===== config.mk =====
export PLATFORM = sky130hd
export DESIGN_NAME = mem_access_unit_flat
export DESIGN_NICKNAME = d
export VERILOG_FILES = /design/src/rtl/mem_access_unit_pkg.sv /design/src/rtl/mem_access_unit_if.sv /design/src/rtl/mem_load_align.sv /design/src/rtl/mem_access_unit.sv /design/src/flat_wrapper.sv
export SDC_FILE = /design/constraint.sdc
export NUM_CORES = 1
export LEC_CHECK = 0
export ABC_AREA = 1
export CORE_ASPECT_RATIO = 1.4
export CORE_MARGIN = 5
export CORE_UTILIZATION = 30
export CTS_CLUSTER_DIAMETER = 30
export DETAILED_ROUTE_END_ITERATION = 8
export GPL_TIMING_DRIVEN = 0
export PLACE_DENSITY_LB_ADDON = 0.05
export SLEW_MARGIN = 10
export SYNTH_ARGS = -nofsm -noshare
export SYNTH_HDL_FRONTEND = slang
export SYNTH_SLANG_ARGS = --single-unit

===== constraint.sdc =====
create_clock -name clk -period 1.65 [get_ports clk]
set_input_delay 0.165 -clock clk [delete_from_list [all_inputs] [get_ports clk]]
set_output_delay 0.165 -clock clk [all_outputs]
set_load 0.02 [all_outputs]

===== src/rtl/mem_access_unit_pkg.sv =====
// Shared definitions for the MEM-stage memory access unit: FSM states,
// byte-enable constants and writeback-source codes.
// Latency: n/a (definitions only). Backpressure: n/a.
package rv32_mem_pkg;

  typedef enum logic [1:0] {
    IDLE = 2'd0,
    REQ  = 2'd1,
    WAIT = 2'd2,
    DONE = 2'd3
  } mem_state_e;

  localparam logic [3:0] BE_BYTE0 = 4'b0001;
  localparam logic [3:0] BE_WORD  = 4'b1111;

  // Writeback source select codes carried through EX/MEM -> MEM/WB.
  localparam logic [1:0] REG_WR_SRC_ALU = 2'd0;
  localparam logic [1:0] REG_WR_SRC_MEM = 2'd1;
  localparam logic [1:0] REG_WR_SRC_PC4 = 2'd2;
  localparam logic [1:0] REG_WR_SRC_IMM = 2'd3;

endpackage


===== src/rtl/mem_access_unit_if.sv =====
// Data-bus interface between the MEM stage (master) and memory (slave).
// Latency: n/a (wires only). Backpressure: request side valid/ready; the
// response side has no ready, the master must accept rsp_valid when waiting.
// Ports: req_valid/req_ready/req_we/req_addr/req_wdata/req_be, rsp_valid/rsp_rdata.
interface mem_access_unit_if #(
  parameter int ADDR_WIDTH = 32,
  parameter int DATA_WIDTH = 32
);
  logic                    req_valid;
  logic                    req_ready;
  logic                    req_we;
  logic [ADDR_WIDTH-1:0]   req_addr;
  logic [DATA_WIDTH-1:0]   req_wdata;
  logic [DATA_WIDTH/8-1:0] req_be;
  logic                    rsp_valid;
  logic [DATA_WIDTH-1:0]   rsp_rdata;

  modport master (
    output req_valid, req_we, req_addr, req_wdata, req_be,
    input  req_ready, rsp_valid, rsp_rdata
  );

  modport slave (
    input  req_valid, req_we, req_addr, req_wdata, req_be,
    output req_ready, rsp_valid, rsp_rdata
  );
endinterface


===== src/rtl/mem_load_align.sv =====
// Load data alignment: selects the addressed byte lane and sign-extends it,
// or passes the full word through. Latency: combinational. Backpressure: none.
// Ports: lane (addr[1:0]), lb_w (1=word), rdata (raw bus word), data (result).
module mem_load_align (
  input  logic [1:0]  lane,
  input  logic        lb_w,
  input  logic [31:0] rdata,
  output logic [31:0] data
);
  logic [7:0] sel_byte;

  always_comb begin
    sel_byte = rdata[7:0];
    case (lane)
      2'd0: sel_byte = rdata[7:0];
      2'd1: sel_byte = rdata[15:8];
      2'd2: sel_byte = rdata[23:16];
      2'd3: sel_byte = rdata[31:24];
      default: sel_byte = rdata[7:0];
    endcase
    data = lb_w ? rdata : {{24{sel_byte[7]}}, sel_byte};
  end
endmodule


===== src/rtl/mem_access_unit.sv =====
// MEM-stage responder: one bus transaction per load/store, registered MEM/WB fields.
// Latency: non-mem op 1 cycle; store 3, load 4 cycles with zero-wait bus.
// Backpressure: stall_o holds IF..EX/MEM while a memory op is in flight.
// Ports: clk, rst_n (sync, active-low); ex_* EX/MEM inputs; bus (master
// modport of mem_access_unit_if); wb_* MEM/WB registers; stall_o; misalign_o.
// Option: MISALIGN_TRAP_EN makes misaligned word accesses trap (no bus
// request, 1-cycle misalign_o pulse) instead of silently clearing addr[1:0].
module mem_access_unit
  import rv32_mem_pkg::*;
#(
  parameter int ADDR_WIDTH = 32,
  parameter int DATA_WIDTH = 32,
  parameter int NUM_WIDTH  = 5
) (
  input  logic                  clk,
  input  logic                  rst_n,
  input  logic                  ex_mem_rd_i,
  input  logic                  ex_mem_wr_i,
  input  logic                  ex_sb_w_i,
  input  logic                  ex_lb_w_i,
  input  logic [ADDR_WIDTH-1:0] ex_addr_i,
  input  logic [DATA_WIDTH-1:0] ex_wdata_i,
  input  logic                  ex_reg_write_i,
  input  logic [NUM_WIDTH-1:0]  ex_wr_num_i,
  input  logic [1:0]            ex_reg_wr_src_i,
  output logic                  stall_o,
  mem_access_unit_if.master     bus,
  output logic [DATA_WIDTH-1:0] wb_rdata_o,
  output logic [ADDR_WIDTH-1:0] wb_alu_o,
  output logic [NUM_WIDTH-1:0]  wb_wr_num_o,
  output logic                  wb_reg_write_o,
  output logic [1:0]            wb_reg_wr_src_o,
  output logic                  misalign_o
);

  // Everything about the memory op that must survive until DONE.
  typedef struct packed {
    logic                  we;
    logic                  word;
    logic [ADDR_WIDTH-1:0] addr;
    logic [DATA_WIDTH-1:0] wdata;
    logic                  reg_write;
    logic [NUM_WIDTH-1:0]  wr_num;
    logic [1:0]            wr_src;
  } mem_op_t;

  mem_state_e            state_q, state_d;
  mem_op_t               op_q;
  logic [DATA_WIDTH-1:0] rdata_q;
  logic [DATA_WIDTH-1:0] rsp_aligned;
  logic                  memop;
  logic                  ex_word;
  logic                  trap;

  assign memop   = ex_mem_rd_i | ex_mem_wr_i;
  // A read wins when both rd and wr are set, so the load size applies.
  assign ex_word = ex_mem_rd_i ? ex_lb_w_i : ex_sb_w_i;

`ifdef MISALIGN_TRAP_EN
  assign trap = memop & ex_word & (ex_addr_i[1:0] != 2'b00);
`else
  assign trap = 1'b0;
`endif

  always_comb begin
    state_d       = state_q;
    stall_o       = 1'b0;
    bus.req_valid = 1'b0;
    case (state_q)
      IDLE: begin
        if (memop && !trap) begin
          stall_o = 1'b1;
          state_d = REQ;
        end
      end
      REQ: begin
        stall_o       = 1'b1;
        bus.req_valid = 1'b1;
        // Stores are posted: no response phase.
        if (bus.req_ready) state_d = op_q.we ? DONE : WAIT;
      end
      WAIT: begin
        stall_o = 1'b1;
        if (bus.rsp_valid) state_d = DONE;
      end
      DONE: begin
        state_d = IDLE;
      end
      default: state_d = IDLE;
    endcase
  end

  // Request fields come only from captured state so they stay stable under backpressure.
  assign bus.req_we    = op_q.we;
  assign bus.req_addr  = op_q.word ? {op_q.addr[ADDR_WIDTH-1:2], 2'b00} : op_q.addr;
  assign bus.req_wdata = op_q.word ? op_q.wdata : {4{op_q.wdata[7:0]}};
  assign bus.req_be    = op_q.word ? BE_WORD : (BE_BYTE0 << op_q.addr[1:0]);

  mem_load_align u_load_align (
    .lane  (op_q.addr[1:0]),
    .lb_w  (op_q.word),
    .rdata (bus.rsp_rdata),
    .data  (rsp_aligned)
  );

  always_ff @(posedge clk) begin
    if (!rst_n) begin
      state_q         <= IDLE;
      op_q            <= '0;
      rdata_q         <= '0;
      wb_rdata_o      <= '0;
      wb_alu_o        <= '0;
      wb_wr_num_o     <= '0;
      wb_reg_write_o  <= 1'b0;
      wb_reg_wr_src_o <= 2'd0;
    end else begin
      state_q <= state_d;
      case (state_q)
        IDLE: begin
          if (trap) begin
            wb_reg_write_o <= 1'b0;
          end else if (memop) begin
            op_q.we        <= ex_mem_wr_i & ~ex_mem_rd_i;
            op_q.word      <= ex_word;
            op_q.addr      <= ex_addr_i;
            op_q.wdata     <= ex_wdata_i;
            op_q.reg_write <= ex_reg_write_i;
            op_q.wr_num    <= ex_wr_num_i;
            op_q.wr_src    <= ex_reg_wr_src_i;
            wb_reg_write_o <= 1'b0;
          end else begin
            wb_alu_o        <= ex_addr_i;
            wb_wr_num_o     <= ex_wr_num_i;
            wb_reg_write_o  <= ex_reg_write_i;
            wb_reg_wr_src_o <= ex_reg_wr_src_i;
          end
        end
        REQ: begin
          wb_reg_write_o <= 1'b0;
        end
        WAIT: begin
          wb_reg_write_o <= 1'b0;
          if (bus.rsp_valid) rdata_q <= rsp_aligned;
        end
        DONE: begin
          wb_rdata_o      <= rdata_q;
          wb_alu_o        <= op_q.addr;
          wb_wr_num_o     <= op_q.wr_num;
          wb_reg_write_o  <= op_q.reg_write;
          wb_reg_wr_src_o <= op_q.wr_src;
        end
        default: wb_reg_write_o <= 1'b0;
      endcase
    end
  end

`ifdef MISALIGN_TRAP_EN
  logic misalign_q;
  always_ff @(posedge clk) begin
    if (!rst_n) misalign_q <= 1'b0;
    else        misalign_q <= (state_q == IDLE) && trap;
  end
  assign misalign_o = misalign_q;
`else
  assign misalign_o = 1'b0;
`endif

endmodule


===== src/flat_wrapper.sv =====
// flat-port wrapper written by rule: the top's interface ports become plain ports
module mem_access_unit_flat import rv32_mem_pkg::*;
#(
  parameter int ADDR_WIDTH = 32,
  parameter int DATA_WIDTH = 32,
  parameter int NUM_WIDTH  = 5
)
  (clk, rst_n, ex_mem_rd_i, ex_mem_wr_i, ex_sb_w_i, ex_lb_w_i, ex_addr_i, ex_wdata_i, ex_reg_write_i, ex_wr_num_i, ex_reg_wr_src_i, stall_o, wb_rdata_o, wb_alu_o, wb_wr_num_o, wb_reg_write_o, wb_reg_wr_src_o, misalign_o, bus_req_valid, bus_req_we, bus_req_addr, bus_req_wdata, bus_req_be, bus_req_ready, bus_rsp_valid, bus_rsp_rdata);
  mem_access_unit_if #(.ADDR_WIDTH(ADDR_WIDTH), .DATA_WIDTH(DATA_WIDTH)) bus_i ();
  input  logic clk;
  input  logic rst_n;
  input  logic ex_mem_rd_i;
  input  logic ex_mem_wr_i;
  input  logic ex_sb_w_i;
  input  logic ex_lb_w_i;
  input  logic [ADDR_WIDTH-1:0] ex_addr_i;
  input  logic [DATA_WIDTH-1:0] ex_wdata_i;
  input  logic ex_reg_write_i;
  input  logic [NUM_WIDTH-1:0] ex_wr_num_i;
  input  logic [1:0] ex_reg_wr_src_i;
  output logic stall_o;
  output logic [DATA_WIDTH-1:0] wb_rdata_o;
  output logic [ADDR_WIDTH-1:0] wb_alu_o;
  output logic [NUM_WIDTH-1:0] wb_wr_num_o;
  output logic wb_reg_write_o;
  output logic [1:0] wb_reg_wr_src_o;
  output logic misalign_o;
  output wire logic [$bits(bus_i.req_valid)-1:0] bus_req_valid;
  output wire logic [$bits(bus_i.req_we)-1:0] bus_req_we;
  output wire logic [$bits(bus_i.req_addr)-1:0] bus_req_addr;
  output wire logic [$bits(bus_i.req_wdata)-1:0] bus_req_wdata;
  output wire logic [$bits(bus_i.req_be)-1:0] bus_req_be;
  input wire logic [$bits(bus_i.req_ready)-1:0] bus_req_ready;
  input wire logic [$bits(bus_i.rsp_valid)-1:0] bus_rsp_valid;
  input wire logic [$bits(bus_i.rsp_rdata)-1:0] bus_rsp_rdata;
  assign bus_req_valid = bus_i.req_valid;
  assign bus_req_we = bus_i.req_we;
  assign bus_req_addr = bus_i.req_addr;
  assign bus_req_wdata = bus_i.req_wdata;
  assign bus_req_be = bus_i.req_be;
  assign bus_i.req_ready = bus_req_ready;
  assign bus_i.rsp_valid = bus_rsp_valid;
  assign bus_i.rsp_rdata = bus_rsp_rdata;
  mem_access_unit #(.ADDR_WIDTH(ADDR_WIDTH), .DATA_WIDTH(DATA_WIDTH), .NUM_WIDTH(NUM_WIDTH)) u_core (.clk(clk), .rst_n(rst_n), .ex_mem_rd_i(ex_mem_rd_i), .ex_mem_wr_i(ex_mem_wr_i), .ex_sb_w_i(ex_sb_w_i), .ex_lb_w_i(ex_lb_w_i), .ex_addr_i(ex_addr_i), .ex_wdata_i(ex_wdata_i), .ex_reg_write_i(ex_reg_write_i), .ex_wr_num_i(ex_wr_num_i), .ex_reg_wr_src_i(ex_reg_wr_src_i), .stall_o(stall_o), .bus(bus_i), .wb_rdata_o(wb_rdata_o), .wb_alu_o(wb_alu_o), .wb_wr_num_o(wb_wr_num_o), .wb_reg_write_o(wb_reg_write_o), .wb_reg_wr_src_o(wb_reg_wr_src_o), .misalign_o(misalign_o));
endmodule

After elaboration in Yosys (flattened, before gate mapping)
Cells that the tools add are included.

cells by class
  $add $sub $neg = 0
  $lt $le $gt $ge = 0
  reductions and logical operators = 8
  bitwise gates (word level) = 3
  $mul = 0
  shift-type cells = 1
  divide/modulo/power cells = 0
  muxes and demuxes = 22
  equality and inequality tests = 10

operator list
  cell                   count
  $mux W32               3
  $pmux W32 S2           1
  $pmux W8 S4            1
  $mux W2                5
  $pmux W5 S2            1
  $eq A2 B2 Y1 const B   4
  $pmux W2 S4            1
  $ne A2 B2 Y1 const B   3
  $reduce_and A2 Y1      3
  $mux W1                5
  $mux W5                1
  $eq A2 B1 Y1 const B   2
  $logic_not A2 Y1       2
  $mux W4                1
  $pmux W2 S2            1
  $shl A1 B2 Y4 const A  1
  $pmux W1 S3            1
  $reduce_and A3 Y1      1
  $ne A2 B1 Y1 const B   1
  $pmux W1 S2            1
  $reduce_bool A2 Y1     1
  $reduce_or A2 Y1       1
  $and A1 B1 Y1          1
  $not A1 Y1             1
  $or A1 B1 Y1           1

storage, ports and cells
  memories = 0
  input bits = 112
  RAM bits = 0
  word-level logic and storage cells = 58
  memory bits (read-only) = 0
  bits in latches = 0
  flip-flop bits (word level) = 180

Depth between registers and ports, before layout
  word-level depth = 3
  gate-level depth with buffers = 9

Hierarchy
From an unflattened synthesis, not the netlist that was laid out.

unflattened totals
  cell total of the unflattened synthesis = 1,114
  area total of the unflattened synthesis = 8,006.4 um2

by module, submodules not included
  module           times used  area an instance (um2)  cells an instance
  mem_access_unit  1           7,382.1                 987
  mem_load_align   1           624.3                   127

Least setup slack after synthesis
OpenSTA, ideal clock, no wires.

  path type = register -> register
  start point = register u_core.state_q[0]
  end point = register u_core.op_q[16] (netlist bit)
  required time = 1.534 ns
  clock period less this slack = 1.506 ns
  library setup time = 0.116 ns
  slack = 0.144 ns
  cell stages (with the launch flop) = 9
  data arrival time = 1.390 ns
  cell sequence = dfxtp_1 -> inv_1 -> ha_1 -> nand2_1 -> nand2_2 -> buf_2 -> buf_2 -> o21ai_0 -> nor2_1

between the ends
  word-level cells in the longest chain between the ends = 2

ends and longest elaborated chain
  element                      line                    text
  from (decl)                  mem_access_unit.sv:47   mem_state_e state_q, state_d;
  from (signal assigned)       mem_access_unit.sv:117  state_q <= state_d;
  $logic_not A2 Y1             mem_access_unit.sv:118  case (state_q)
  $reduce_and A2 Y1 (no line)  -
  to (decl)                    mem_access_unit.sv:48   mem_op_t op_q;

No other way between the ends.
A chain may end at the register's enable or synchronous reset.

Final worst setup path
  start point = register u_core.state_q[0]
  end point = output stall_o

between the ends
  word-level cells in the longest chain between the ends = 3

ends and longest elaborated chain
  element                                              line                   text
  $eq A2 B1 Y1 / $eq A2 B2 Y1 (equally long branches)  mem_access_unit.sv:69  case (state_q)
  $reduce_or A2 Y1 (no line)                           -
  $pmux W1 S2 (*)                                      mem_access_unit.sv:69
  to (decl)                                            flat_wrapper.sv:21     output logic stall_o;

Every way passes the cells marked *; elsewhere a longest branch is shown, timed or not.

==> results.cfg <==
[logic_synthesis]
synthAdderAreaFrac = 0.00810
seq_area_frac_synth = 0.467
synth-simple-area-share = 0.205
synthXorXnorAreaFrac = 0
syn_inst = 1096
muxShareOfSynthArea = 0
syn_area_mm2 = 0.00772
synth_seq_cells = 180
synth_nets = 1213
ys_warn_count = 0
avgSynthCellArea_um2 = 7.05
ys_types = 22
synth_top_family_by_area = simple AND/OR/NAND/NOR gates
synth-compound-area-share = 0.203

[placed_design]
hpwl_um = 21200
pre_cts_slack_ps = -795
gp_congestion = 0.801
placement.io_buffers = 253
dp_cells = 1668

[global_routing]
antenna_found_initial = 1
grt_pass1_wl_um = 44300
grt_max_degree = 20
grt_pass1_vias = 7887
track_usage = 0.191
globalRoute.totalOverflow = 0

[finish]
antenna_cells = 0
nets = 1508
fin_cells = 1723
area_growth_pct = 53.9
drive_gt1_frac = 0.170

[worst_setup_path]
cp.required_ps = 1480
startpoint_type = flop
path_class = flop to output port
cp_max_fo = 4
end_kind = output port
crit_arrival_ps = 1630

[sta]
rsz0062_at_grt = true
finalMaxSlewViolations = 0
layout_setup_ws_ps = -149
finalSetupViolCount = 15
finalCritPeriodShare = 1.09
fmaxAchievable_mhz = 556
finalSetupTns_ps = -637
finalWorstPathRequiredPeriod_ps = 1800
relSlewSlack = 0.634
skew_ps = 6.99
hold_viol_final = 0
worstMarginPinSlew_ps = 549

[routing]
routed_via_density = 4.60
ant_nets = 0
firstDrtPassIters = 7
wl_per_cell_um = 16.5
drt-total-wl_um = 28500
dr.first_iter.drc_count = 338
drcViolationCount = 0
vias = 7925

[floorplan]
rows = 69
ios = 256
chipHeight_um = 200
start_util = 0.304
core_mm2 = 0.0254
die-area_mm2 = 0.0291
die_w_um = 146

[job]
drv_cap = 0

[min_path]
worstHoldPathType = input port to flop

[cts]
clkSlewWorstSetupHoldPaths_ps = 70
cts-root-buf = clkbuf_16
cts_buffers = 17
htree_levels = 4
cts_tree = yes
clk_latency_ps = 440
cts.path.max_buffers = 2
cts-hold-fix-buffers = 0
clock_sinks = 180

[power]
p_per_area_mw_per_mm2 = 1710
power.leakage_nw = 5.49
irDropWorstVdd_mv = 0.847

[status]
violations = negative setup slack
status = finished, violations left
cell usage after synthesis:
cell        n  share of area
a21oi_1   101          0.065
a31oi_1     1        0.00081
buf_1       2        0.00097
buf_2      20          0.013
buf_4      44          0.043
buf_6       2         0.0029
clkbuf_1   48          0.023
clkinv_1    1        0.00049
conb_1      1        0.00049
dfxtp_1   180           0.47
ha_1        5         0.0081
inv_1      66          0.032
inv_2       3         0.0015
nand2_1   151          0.073
nand2_2     2         0.0016
nand3_1    20          0.013
nor2_1    239           0.12
nor3_1      1        0.00065
o211ai_1    1        0.00097
o21ai_0   196           0.13
o21ai_1    10         0.0065
o21ai_2     2         0.0023
critical path, cell delays in order (launching register included):
cell     delay [ps]
dfxtp_4         390
inv_4            50
ha_4            170
nand2_4          70
nand2_4          70
buf_8           120
o21ai_4         120
inv_2            70
buf_6           130
sequential cells by signal, summed over array words and instances, names as in the netlist:
register,count
u_core.rdata_q,32
u_core.wb_wr_num_o,5
u_core.state_q,2
u_core.bus.req_we,1
u_core.wb_reg_wr_src_o,2
u_core.op_q,73
u_core.wb_alu_o,32
u_core.wb_reg_write_o,1
u_core.wb_rdata_o,32
cells in the final DEF, fill, tap and decap left out, types with 3 or more instances in the layout:
cell and instances:
dlymetal6s2s_1 4, inv_2 4, a21oi_1 101, nor2_2 19
clkdlybuf4s50_1 179, inv_1 60, nand3_1 20, dfxtp_1 177
o21ai_0 191, clkbuf_8 5, bufinv_16 4, clkinv_4 3
o21ai_1 13, nor2_4 3, buf_6 22, nor2_1 217
clkbuf_1 23, nand2_2 11, buf_4 77, nand2_1 132
buf_2 19, dlygate4sd2_1 38, buf_8 4, nand2_4 9
clkbuf_16 20, clkbuf_4 6, ha_1 3, o21ai_4 3
clkbuf_2 12
kinds of logic after synthesis:
kind of cell | after synthesis
and+or+nand+nor | 413
AOI/OAI and AO/OA | 311
buffers and inverters | 186
DFF | 180
adders and majority gates | 5
other | 1
final cells by class:
class	count	area, µm²
buffer	115	861
fill	2583	13500
sequential	180	3610
multi-input combinational	730	3450
timing repair buffer	277	2630
clock buffer	21	480
inverter	70	284
tap	319	399
clock inverter	11	173
metal layers:
layer / GRT usage / vias up / part of all wire / wire [µm]
met3: 0.0562 / 22 / 0.062 / 1770
met5: 0 / - / 0.00039 / 11
met2: 0.340 / 214 / 0.50 / 14200
li1: - / 4082 / - / -
met4: 0.0432 / 2 / 0.012 / 341
met1: 0.230 / 3605 / 0.43 / 12100
metrics by stage:
stage	hold WS, ps	utilization	instance area (µm²)	power, mW
finish	282	0.468	11900	20.3
global route	290	0.468	11900	21.6
CTS	262	0.455	11500	19.9
detailed placement	459	0.420	10700	15.1
global placement	456	0.420	10700	15.1
floorplan	300	-	7720	11.1
worst paths after layout:
check	start	end	slack (ps)	cells after the start
setup reg to reg	u_core.state_q[0]	u_core.wb_wr_num_o[0]	-50	10
setup / recovery	u_core.state_q[0]	stall_o	-150	8
hold reg to reg	u_core.rdata_q[6]	u_core.rdata_q[6]	470	2
hold / removal	ex_addr_i[22]	u_core.op_q[62]	280	3
timing repair:
item,in CTS,in global routing
pin swaps,3,9
endpoints found under the hold margin,0,0
resized for setup,259,129
gates cloned,0,1
buffers inserted,13,10
setup endpoints to repair,232,172
power by group:
| part | internal, mW | total [mW] | switching, mW |
|---|---|---|---|
| clock | 2.71 | 4.51 | 1.80 |
| combinational | 4.08 | 9.41 | 5.33 |
| sequential | 5.62 | 6.39 | 0.766 |
| total | 12.4 | 20.3 | 7.90 |
No activity file was read; power rests on OpenSTA's default activity.
